File: src/rtl/s32x_fb_arbiter_if.sv
// s32x_fb_arbiter_if: groups the display, refresh, fill, CPU and framebuffer
// signals of the S32X framebuffer arbiter. The arbiter uses the slave modport;
// the requester/memory side uses the master modport.
interface s32x_fb_arbiter_if;
  // display fetch port
  logic        DISP_REQ;
  logic [15:0] DISP_A;
  logic [15:0] DISP_Q;
  logic        DISP_ACK;
  // line-end refresh
  logic        RFRH_START;
  logic        FEN;
  // fill engine setup and status
  logic        FILL_START;
  logic [7:0]  FILL_LEN;
  logic [15:0] FILL_ADDR;
  logic [15:0] FILL_DATA;
  logic        FILL_BUSY;
  logic [15:0] FILL_ADDR_Q;
  // CPU write port
  logic        WR_REQ;
  logic [15:0] WR_A;
  logic [15:0] WR_D;
  logic [1:0]  WR_BE;
  logic        OVWR;
  logic        WR_ACK;
  // CPU read port
  logic        RD_REQ;
  logic [15:0] RD_A;
  logic [15:0] RD_Q;
  logic        RD_ACK;
  // framebuffer memory
  logic [15:0] FB_A;
  logic [15:0] FB_DO;
  logic [1:0]  FB_WE;
  logic        FB_RD;
  logic [15:0] FB_DI;

  modport master (
    output DISP_REQ, DISP_A, RFRH_START,
    output FILL_START, FILL_LEN, FILL_ADDR, FILL_DATA,
    output WR_REQ, WR_A, WR_D, WR_BE, OVWR,
    output RD_REQ, RD_A, FB_DI,
    input  DISP_Q, DISP_ACK, FEN, FILL_BUSY, FILL_ADDR_Q,
    input  WR_ACK, RD_Q, RD_ACK, FB_A, FB_DO, FB_WE, FB_RD
  );

  modport slave (
    input  DISP_REQ, DISP_A, RFRH_START,
    input  FILL_START, FILL_LEN, FILL_ADDR, FILL_DATA,
    input  WR_REQ, WR_A, WR_D, WR_BE, OVWR,
    input  RD_REQ, RD_A, FB_DI,
    output DISP_Q, DISP_ACK, FEN, FILL_BUSY, FILL_ADDR_Q,
    output WR_ACK, RD_Q, RD_ACK, FB_A, FB_DO, FB_WE, FB_RD
  );
endinterface

File: src/rtl/s32x_fb_arbiter.sv
// s32x_fb_arbiter: single-owner framebuffer arbiter for display fetch, fill
// engine, CPU write and CPU read. Fixed priority DISP > FILL > WRITE > READ,
// every access lasts ACC_CYC cycles, and a refresh window blocks everything
// except display fetches.
// Optional feature: define S32X_FB_OVERWRITE_EN to enable overwrite-image
// writes (OVWR=1 suppresses byte lanes whose data byte is zero).
module s32x_fb_arbiter #(
  parameter int ACC_CYC  = 3,
  parameter int RFRH_CYC = 40
) (
  input logic              CLK,
  input logic              RST,
  s32x_fb_arbiter_if.slave bus
);

  localparam int                RCNT_W    = (RFRH_CYC > 1) ? $clog2(RFRH_CYC) : 1;
  localparam logic [RCNT_W-1:0] RFRH_LOAD = RCNT_W'(RFRH_CYC - 1);
  localparam logic [2:0]        ACC_LOAD  = 3'(ACC_CYC - 1);

  typedef enum logic [2:0] {
    IDLE  = 3'd0,
    DISP  = 3'd1,
    FILL  = 3'd2,
    WRITE = 3'd3,
    READ  = 3'd4
  } state_t;

  // Fill walks only the low address byte; the page byte never changes.
  function automatic logic [15:0] fill_next(input logic [15:0] a);
    return {a[15:8], a[7:0] + 8'd1};
  endfunction

  state_t              state_q, state_d;
  logic                disp_pend_q, disp_pend_d;
  logic [15:0]         disp_a_q, disp_a_d;
  logic                wr_req_q, wr_req_d;
  logic                rd_req_q, rd_req_d;
  logic                rfrh_act_q, rfrh_act_d;
  logic [RCNT_W-1:0]   rfrh_cnt_q, rfrh_cnt_d;
  logic                fill_busy_q, fill_busy_d;
  logic [7:0]          fill_cnt_q, fill_cnt_d;
  logic [15:0]         fill_addr_q, fill_addr_d;
  logic [15:0]         fill_data_q, fill_data_d;
  logic [2:0]          acc_cnt_q, acc_cnt_d;
  logic [15:0]         fb_a_q, fb_a_d;
  logic [15:0]         fb_do_q, fb_do_d;
  logic [1:0]          fb_we_q, fb_we_d;
  logic                fb_rd_q, fb_rd_d;
  logic [15:0]         disp_word_q, disp_word_d;
  logic [15:0]         rd_word_q, rd_word_d;
  logic                disp_ack_q, disp_ack_d;
  logic                wr_ack_q, wr_ack_d;
  logic                rd_ack_q, rd_ack_d;

  logic [1:0]          wr_we;
  logic                wr_req_v;
  logic                rd_req_v;

`ifdef S32X_FB_OVERWRITE_EN
  // Overwrite image: a lane is written only when enabled and its byte is nonzero.
  function automatic logic [1:0] ovwr_lanes(input logic [1:0]  be,
                                            input logic [15:0] d,
                                            input logic        ovwr);
    logic [1:0] nz;
    nz = {|d[15:8], |d[7:0]};
    return ovwr ? (be & nz) : be;
  endfunction

  assign wr_we = ovwr_lanes(bus.WR_BE, bus.WR_D, bus.OVWR);
`else
  logic ovwr_unused;
  assign wr_we       = bus.WR_BE;
  assign ovwr_unused = bus.OVWR;
`endif

  // A level request is not re-granted in the cycle its ACK is showing;
  // still high one cycle later, it counts as a fresh request.
  assign wr_req_v = wr_req_q & ~wr_ack_q;
  assign rd_req_v = rd_req_q & ~rd_ack_q;

  // Next-state and datapath: refresh timer, fill setup, grant and access sequencing.
  always_comb begin
    state_d     = state_q;
    disp_pend_d = disp_pend_q;
    disp_a_d    = disp_a_q;
    wr_req_d    = bus.WR_REQ;
    rd_req_d    = bus.RD_REQ;
    rfrh_act_d  = rfrh_act_q;
    rfrh_cnt_d  = rfrh_cnt_q;
    fill_busy_d = fill_busy_q;
    fill_cnt_d  = fill_cnt_q;
    fill_addr_d = fill_addr_q;
    fill_data_d = fill_data_q;
    acc_cnt_d   = acc_cnt_q;
    fb_a_d      = fb_a_q;
    fb_do_d     = fb_do_q;
    fb_we_d     = 2'b00;
    fb_rd_d     = fb_rd_q;
    disp_word_d = disp_word_q;
    rd_word_d   = rd_word_q;
    disp_ack_d  = 1'b0;
    wr_ack_d    = 1'b0;
    rd_ack_d    = 1'b0;

    // Refresh window: a start (re)loads the counter, window ends after 0.
    if (bus.RFRH_START) begin
      rfrh_act_d = 1'b1;
      rfrh_cnt_d = RFRH_LOAD;
    end else if (rfrh_act_q) begin
      if (rfrh_cnt_q == '0) begin
        rfrh_act_d = 1'b0;
      end else begin
        rfrh_cnt_d = rfrh_cnt_q - RCNT_W'(1);
      end
    end

    // A new fill is accepted only when no fill is running.
    if (bus.FILL_START && !fill_busy_q) begin
      fill_busy_d = 1'b1;
      fill_cnt_d  = bus.FILL_LEN;
      fill_addr_d = bus.FILL_ADDR;
      fill_data_d = bus.FILL_DATA;
    end

    case (state_q)
      IDLE: begin
        if (disp_pend_q) begin
          state_d     = DISP;
          disp_pend_d = 1'b0;
          acc_cnt_d   = ACC_LOAD;
          fb_a_d      = disp_a_q;
          fb_rd_d     = 1'b1;
        end else if (!rfrh_act_q && fill_busy_q) begin
          state_d   = FILL;
          acc_cnt_d = ACC_LOAD;
          fb_a_d    = fill_addr_q;
          fb_do_d   = fill_data_q;
          fb_we_d   = 2'b11;
        end else if (!rfrh_act_q && wr_req_v) begin
          state_d   = WRITE;
          acc_cnt_d = ACC_LOAD;
          fb_a_d    = bus.WR_A;
          fb_do_d   = bus.WR_D;
          fb_we_d   = wr_we;
        end else if (!rfrh_act_q && rd_req_v) begin
          state_d   = READ;
          acc_cnt_d = ACC_LOAD;
          fb_a_d    = bus.RD_A;
          fb_rd_d   = 1'b1;
        end
      end
      DISP, FILL, WRITE, READ: begin
        if (acc_cnt_q == 3'd0) begin
          state_d = IDLE;
          fb_rd_d = 1'b0;
          case (state_q)
            DISP: begin
              disp_word_d = bus.FB_DI;
              disp_ack_d  = 1'b1;
            end
            READ: begin
              rd_word_d = bus.FB_DI;
              rd_ack_d  = 1'b1;
            end
            WRITE: begin
              wr_ack_d = 1'b1;
            end
            FILL: begin
              fill_addr_d = fill_next(fill_addr_q);
              if (fill_cnt_q == 8'd0) begin
                fill_busy_d = 1'b0;
              end else begin
                fill_cnt_d = fill_cnt_q - 8'd1;
              end
            end
            default: ;
          endcase
        end else begin
          acc_cnt_d = acc_cnt_q - 3'd1;
        end
      end
      default: state_d = IDLE;
    endcase

    // A display request always lands in the pending slot; a newer one
    // replaces an older pending address.
    if (bus.DISP_REQ) begin
      disp_pend_d = 1'b1;
      disp_a_d    = bus.DISP_A;
    end
  end

  // State and datapath registers; reset aborts any access or fill at once.
  always_ff @(posedge CLK) begin
    if (RST) begin
      state_q     <= IDLE;
      disp_pend_q <= 1'b0;
      disp_a_q    <= 16'h0000;
      wr_req_q    <= 1'b0;
      rd_req_q    <= 1'b0;
      rfrh_act_q  <= 1'b0;
      rfrh_cnt_q  <= '0;
      fill_busy_q <= 1'b0;
      fill_cnt_q  <= 8'd0;
      fill_addr_q <= 16'h0000;
      fill_data_q <= 16'h0000;
      acc_cnt_q   <= 3'd0;
      fb_a_q      <= 16'h0000;
      fb_do_q     <= 16'h0000;
      fb_we_q     <= 2'b00;
      fb_rd_q     <= 1'b0;
      disp_word_q <= 16'h0000;
      rd_word_q   <= 16'h0000;
      disp_ack_q  <= 1'b0;
      wr_ack_q    <= 1'b0;
      rd_ack_q    <= 1'b0;
    end else begin
      state_q     <= state_d;
      disp_pend_q <= disp_pend_d;
      disp_a_q    <= disp_a_d;
      wr_req_q    <= wr_req_d;
      rd_req_q    <= rd_req_d;
      rfrh_act_q  <= rfrh_act_d;
      rfrh_cnt_q  <= rfrh_cnt_d;
      fill_busy_q <= fill_busy_d;
      fill_cnt_q  <= fill_cnt_d;
      fill_addr_q <= fill_addr_d;
      fill_data_q <= fill_data_d;
      acc_cnt_q   <= acc_cnt_d;
      fb_a_q      <= fb_a_d;
      fb_do_q     <= fb_do_d;
      fb_we_q     <= fb_we_d;
      fb_rd_q     <= fb_rd_d;
      disp_word_q <= disp_word_d;
      rd_word_q   <= rd_word_d;
      disp_ack_q  <= disp_ack_d;
      wr_ack_q    <= wr_ack_d;
      rd_ack_q    <= rd_ack_d;
    end
  end

  assign bus.DISP_Q      = disp_word_q;
  assign bus.DISP_ACK    = disp_ack_q;
  assign bus.FEN         = fill_busy_q | rfrh_act_q;
  assign bus.FILL_BUSY   = fill_busy_q;
  assign bus.FILL_ADDR_Q = fill_addr_q;
  assign bus.WR_ACK      = wr_ack_q;
  assign bus.RD_Q        = rd_word_q;
  assign bus.RD_ACK      = rd_ack_q;
  assign bus.FB_A        = fb_a_q;
  assign bus.FB_DO       = fb_do_q;
  assign bus.FB_WE       = fb_we_q;
  assign bus.FB_RD       = fb_rd_q;

endmodule

File: src/flat_wrapper.sv
// flat-port wrapper written by rule: the top's interface ports become plain ports
module s32x_fb_arbiter_flat 
#(
  parameter int ACC_CYC  = 3,
  parameter int RFRH_CYC = 40
)
  (CLK, RST, bus_DISP_REQ, bus_DISP_A, bus_RFRH_START, bus_FILL_START, bus_FILL_LEN, bus_FILL_ADDR, bus_FILL_DATA, bus_WR_REQ, bus_WR_A, bus_WR_D, bus_WR_BE, bus_OVWR, bus_RD_REQ, bus_RD_A, bus_FB_DI, bus_DISP_Q, bus_DISP_ACK, bus_FEN, bus_FILL_BUSY, bus_FILL_ADDR_Q, bus_WR_ACK, bus_RD_Q, bus_RD_ACK, bus_FB_A, bus_FB_DO, bus_FB_WE, bus_FB_RD);
  s32x_fb_arbiter_if bus_i ();
  input logic CLK;
  input logic RST;
  input wire logic [$bits(bus_i.DISP_REQ)-1:0] bus_DISP_REQ;
  input wire logic [$bits(bus_i.DISP_A)-1:0] bus_DISP_A;
  input wire logic [$bits(bus_i.RFRH_START)-1:0] bus_RFRH_START;
  input wire logic [$bits(bus_i.FILL_START)-1:0] bus_FILL_START;
  input wire logic [$bits(bus_i.FILL_LEN)-1:0] bus_FILL_LEN;
  input wire logic [$bits(bus_i.FILL_ADDR)-1:0] bus_FILL_ADDR;
  input wire logic [$bits(bus_i.FILL_DATA)-1:0] bus_FILL_DATA;
  input wire logic [$bits(bus_i.WR_REQ)-1:0] bus_WR_REQ;
  input wire logic [$bits(bus_i.WR_A)-1:0] bus_WR_A;
  input wire logic [$bits(bus_i.WR_D)-1:0] bus_WR_D;
  input wire logic [$bits(bus_i.WR_BE)-1:0] bus_WR_BE;
  input wire logic [$bits(bus_i.OVWR)-1:0] bus_OVWR;
  input wire logic [$bits(bus_i.RD_REQ)-1:0] bus_RD_REQ;
  input wire logic [$bits(bus_i.RD_A)-1:0] bus_RD_A;
  input wire logic [$bits(bus_i.FB_DI)-1:0] bus_FB_DI;
  output wire logic [$bits(bus_i.DISP_Q)-1:0] bus_DISP_Q;
  output wire logic [$bits(bus_i.DISP_ACK)-1:0] bus_DISP_ACK;
  output wire logic [$bits(bus_i.FEN)-1:0] bus_FEN;
  output wire logic [$bits(bus_i.FILL_BUSY)-1:0] bus_FILL_BUSY;
  output wire logic [$bits(bus_i.FILL_ADDR_Q)-1:0] bus_FILL_ADDR_Q;
  output wire logic [$bits(bus_i.WR_ACK)-1:0] bus_WR_ACK;
  output wire logic [$bits(bus_i.RD_Q)-1:0] bus_RD_Q;
  output wire logic [$bits(bus_i.RD_ACK)-1:0] bus_RD_ACK;
  output wire logic [$bits(bus_i.FB_A)-1:0] bus_FB_A;
  output wire logic [$bits(bus_i.FB_DO)-1:0] bus_FB_DO;
  output wire logic [$bits(bus_i.FB_WE)-1:0] bus_FB_WE;
  output wire logic [$bits(bus_i.FB_RD)-1:0] bus_FB_RD;
  assign bus_i.DISP_REQ = bus_DISP_REQ;
  assign bus_i.DISP_A = bus_DISP_A;
  assign bus_i.RFRH_START = bus_RFRH_START;
  assign bus_i.FILL_START = bus_FILL_START;
  assign bus_i.FILL_LEN = bus_FILL_LEN;
  assign bus_i.FILL_ADDR = bus_FILL_ADDR;
  assign bus_i.FILL_DATA = bus_FILL_DATA;
  assign bus_i.WR_REQ = bus_WR_REQ;
  assign bus_i.WR_A = bus_WR_A;
  assign bus_i.WR_D = bus_WR_D;
  assign bus_i.WR_BE = bus_WR_BE;
  assign bus_i.OVWR = bus_OVWR;
  assign bus_i.RD_REQ = bus_RD_REQ;
  assign bus_i.RD_A = bus_RD_A;
  assign bus_i.FB_DI = bus_FB_DI;
  assign bus_DISP_Q = bus_i.DISP_Q;
  assign bus_DISP_ACK = bus_i.DISP_ACK;
  assign bus_FEN = bus_i.FEN;
  assign bus_FILL_BUSY = bus_i.FILL_BUSY;
  assign bus_FILL_ADDR_Q = bus_i.FILL_ADDR_Q;
  assign bus_WR_ACK = bus_i.WR_ACK;
  assign bus_RD_Q = bus_i.RD_Q;
  assign bus_RD_ACK = bus_i.RD_ACK;
  assign bus_FB_A = bus_i.FB_A;
  assign bus_FB_DO = bus_i.FB_DO;
  assign bus_FB_WE = bus_i.FB_WE;
  assign bus_FB_RD = bus_i.FB_RD;
  s32x_fb_arbiter #(.ACC_CYC(ACC_CYC), .RFRH_CYC(RFRH_CYC)) u_core (.CLK(CLK), .RST(RST), .bus(bus_i));
endmodule
File: config.mk
export PLATFORM = sky130hd
export DESIGN_NAME = s32x_fb_arbiter_flat
export DESIGN_NICKNAME = d
export VERILOG_FILES = /design/src/rtl/s32x_fb_arbiter_if.sv /design/src/rtl/s32x_fb_arbiter.sv /design/src/flat_wrapper.sv
export SDC_FILE = /design/constraint.sdc
export NUM_CORES = 1
export LEC_CHECK = 0
export CELL_PAD_IN_SITES_DETAIL_PLACEMENT = 0
export CELL_PAD_IN_SITES_GLOBAL_PLACEMENT = 1
export CORE_ASPECT_RATIO = 0.8
export CORE_MARGIN = 4
export CORE_UTILIZATION = 36
export CTS_CLUSTER_DIAMETER = 200
export DETAILED_ROUTE_END_ITERATION = 7
export GPL_ROUTABILITY_DRIVEN = 0
export PLACE_DENSITY = 0.95
export SYNTH_ARGS = -nofsm -noshare
export SYNTH_HDL_FRONTEND = slang
export SYNTH_SLANG_ARGS = --single-unit
File: constraint.sdc
create_clock -name CLK -period 3 [get_ports CLK]
set_input_delay 0.45 -clock CLK [delete_from_list [all_inputs] [get_ports CLK]]
set_output_delay 0.45 -clock CLK [all_outputs]
set_load 0.02 [all_outputs]
==> flow_summary.json <==
{
  "status": "completed",
  "critPathRequiredTime_ns": 3.33,
  "reg2reg_to": "u_core.fill_cnt_q[5]",
  "detail_route.wirelength_mm": 20.4,
  "rsz0062_at_grt": "false",
  "drt-wirelength-per-cell_um": 16.7,
  "synthFlopType": "dfxtp_1",
  "syn2layout_area_growth_pct": 44.1,
  "antenna_found_initial": 1,
  "postSynthCellCount": 783,
  "arrival_ns": 2.60,
  "cts_tree": "done",
  "dp_cells": 1190,
  "worstHoldEndpoint": "u_core.bus.RD_Q[1]",
  "dr.pass1.iters": 5,
  "worst_pin_slew_ns": 0.737,
  "h-tree-depth": 4,
  "hold_ws_ns": 0.451,
  "path_class": "flop to flop",
  "p_clk_share_pct": 37.4,
  "port_buffers": 216,
  "yosysSeqAreaShare_pct": 43.1,
  "dp_hpwl_mm": 14.5,
  "fp-row-count": 44,
  "max_freq_ghz": 0.442,
  "mostFrequentLayoutCells": "clkdlybuf4s50_1 (215), nand2_1 (147), dfxtp_1 (143), a21oi_1 (73), nor2_1 (62)",
  "ys_async_sr_fraction_pct": 0,
  "cts_sinks": 143,
  "mappedNetlistArea_um2": 6650,
  "cts_setup_buffers": 0,
  "ctsResizeCount": 0,
  "drtAntennaViolNets": 0,
  "cts_made_buffers": 17,
  "clk_latency_ns": 0.43,
  "yosysWarnings": 0,
  "route.vias.total": 6300,
  "finalCritPeriodShare_pct": 75.4,
  "slowest_stage": "a211oi_1",
  "grt_pass1_vias": 6136,
  "final_core_util_pct": 52.9,
  "clock_skew_ns": 0.0119,
  "worst-path-max-fanout": 9,
  "power_density_nw_per_um2": 585,
  "synth_cell_types": 59,
  "startpoint_type": "flop",
  "min-delay-start": "u_core.bus.RD_Q[1]",
  "root_buffer": "clkbuf_16",
  "r2r_slack_ns": 0.74,
  "maxCapViolCount": 0,
  "critPathMaxStageDelay_ns": 0.74,
  "cp_top_family": "compound AO/OA/AOI/OAI gates",
  "path_cells": "inv_1, ha_1, nand4bb_1, a211oi_1, nand2_1, a311oi_1",
  "relSlewSlack_pct": 50.6,
  "hold_viol": 0,
  "drc_errors": 0,
  "fin_nets": 1116,
  "netSwitchingPower_w": 0.00165,
  "switching_share_pct": 29.4,
  "dieArea_um2": 20700,
  "finalSetupViolations": 0,
  "initial_utilization_pct": 36.7,
  "pin_count": 218,
  "clockBufferDepth": 2,
  "gr-total-overflow": 0,
  "hold_depth": 2,
  "die_x_um": 160,
  "antenna_cells": 0,
  "critPathCaptureType": "flop",
  "irDropWorstVdd_mv": 0.354,
  "seqPwrFrac_pct": 39.0,
  "hold_class": "flop to flop",
  "ys_ff_latch": 143,
  "grt_max_degree": 70,
  "reg2regPathDepth": 6,
  "holdBufCountCts": 0,
  "clk_pin_slew_ns": 0.06,
  "synth_nets": 920,
  "r2r_start": "u_core.acc_cnt_q[0]",
  "stdcell_count": 1221,
  "tns_ns": 0,
  "die_y_um": 130,
  "drive_above_1_share_pct": 8.78,
  "mostFrequentLayoutCell": "clkdlybuf4s50_1",
  "layout_min_cycle_time_ns": 2.26,
  "grt_pass1_wl_mm": 32.3,
  "core_area_um2": 18100,
  "p_int_w": 0.00396,
  "avgSynthCellArea_um2": 8.49,
  "path_buf_inv": 1,
  "comb_power_share_pct": 23.6,
  "drt_iter0_drc": 442,
  "avgViaCountPerCell": 5.16,
  "p_leak_nw": 3.70,
  "synth_enable_flop_cells": 0,
  "slew_viol_final": 0,
  "grt_util_all_layers_pct": 19.4
}
==> metal layers <==
metal | wire, um | vias up | share of wire, % | global-route usage (%)
li1 | - | 3155 | - | -
met1 | 9370 | 2932 | 46 | 25.1
met2 | 9500 | 192 | 47 | 30.9
met3 | 1330 | 19 | 6.5 | 6.52
met4 | 210 | 2 | 1.0 | 6.32
met5 | 13 | - | 0.064 | 0
==> power groups by stage <==
| stage | registers [W] | clock network (W) | logic (W) |
|---|---|---|---|
| global placement | 0.00222 | 0 | 0.00131 |
| floorplan | 0.00231 | 0 | 0.000667 |
| global route | 0.00221 | 0.00224 | 0.00144 |
| detailed placement | 0.00223 | 0 | 0.00132 |
| finish | 0.00219 | 0.00209 | 0.00132 |
| CTS | 0.00219 | 0.00216 | 0.00133 |
==> metrics by stage <==
stage / instance area (um2) / worst slack [ns] / total power, W
6_report: 9580 / 0.737 / 0.00560
5_1_grt: 9580 / 0.462 / 0.00588
4_1_cts: 9580 / 0.695 / 0.00567
3_5_place_dp: 8990 / 0.774 / 0.00355
3_3_place_gp: 8990 / 0.782 / 0.00353
2_1_floorplan: 6650 / 1.20 / 0.00298
==> worst reg2reg max path, delay by kind of cell, from the launching register on <==
kind,cells,cell delay [ns]
compound gates,2,1.02
simple gates,2,0.53
flops,1,0.30
fa+ha+maj,1,0.22
buf+inv,1,0.10
==> Yosys cell counts (all sizes together) (4+ instances only) <==
cell type / number / area share, %
a211oi: 22 / 3.7
a21oi: 73 / 5.5
a221oi: 19 / 3.3
a311oi: 4 / 0.53
a31oi: 24 / 2.3
a32oi: 5 / 0.66
and3: 5 / 0.47
buf: 21 / 1.8
clkbuf: 37 / 2.1
dfxtp: 143 / 43
ha: 7 / 1.3
inv: 33 / 1.9
mux2i: 49 / 7.4
nand2: 148 / 8.4
nand2b: 5 / 0.47
nand3: 5 / 0.38
nand4bb: 5 / 0.85
nor2: 65 / 3.8
nor2b: 6 / 0.56
nor3: 14 / 1.2
nor4: 5 / 0.47
o21ai: 33 / 2.5
or3: 7 / 0.66
or4: 4 / 0.51
or4bb: 12 / 2.0
==> state kept, by name, indices dropped and copies added (netlist names), 2 cells and up <==
| signal | count |
|---|---|
| u_core.fill_data_q | 16 |
| u_core.acc_cnt_q | 3 |
| u_core.bus.FB_DO | 16 |
| u_core.bus.FB_WE | 2 |
| u_core.rfrh_cnt_q | 6 |
| u_core.bus.RD_Q | 16 |
| u_core.state_q | 3 |
| u_core.fill_cnt_q | 8 |
| u_core.bus.DISP_Q | 16 |
| u_core.bus.FB_A | 16 |
| u_core.bus.FILL_ADDR_Q | 16 |
| u_core.disp_a_q | 16 |
==> logic make-up after synthesis <==
logic type                 count (synthesis)  synth area share [%]
DFF                                      143                  43.1
buffers and inverters                     91                  5.82
muxes                                     51                  7.72
xor gates and xnor gates                   5                 0.659
adders and majority gates                  7                  1.32
and+or+nand+nor                          292                  21.4
AOI/OAI and AO/OA                        194                  20.0
==> worst max-delay path by stage <==
stage	depth (start not counted)	startpoint	endpoint	slack, ns
floorplan	8	u_core.acc_cnt_q[0]	u_core.bus.DISP_Q[0]	1.20
global route	6	u_core.acc_cnt_q[0]	u_core.fill_cnt_q[3]	0.46
CTS	1	u_core.bus.WR_ACK	bus_WR_ACK	0.69
global placement	6	bus_FILL_START	u_core.fill_cnt_q[4]	0.78
detailed placement	6	bus_FILL_START	u_core.fill_cnt_q[4]	0.77
finish	6	u_core.acc_cnt_q[0]	u_core.fill_cnt_q[5]	0.74
==> layout make-up <==
class,count,area [um2]
clock buffer,23,508
timing repair buffer,235,2310
multi-input combinational,549,3400
inverter,33,124
clock inverter,8,78.8
fill,1703,8540
tap,230,288
sequential,143,2860
(Power assumes the default switching activity.)
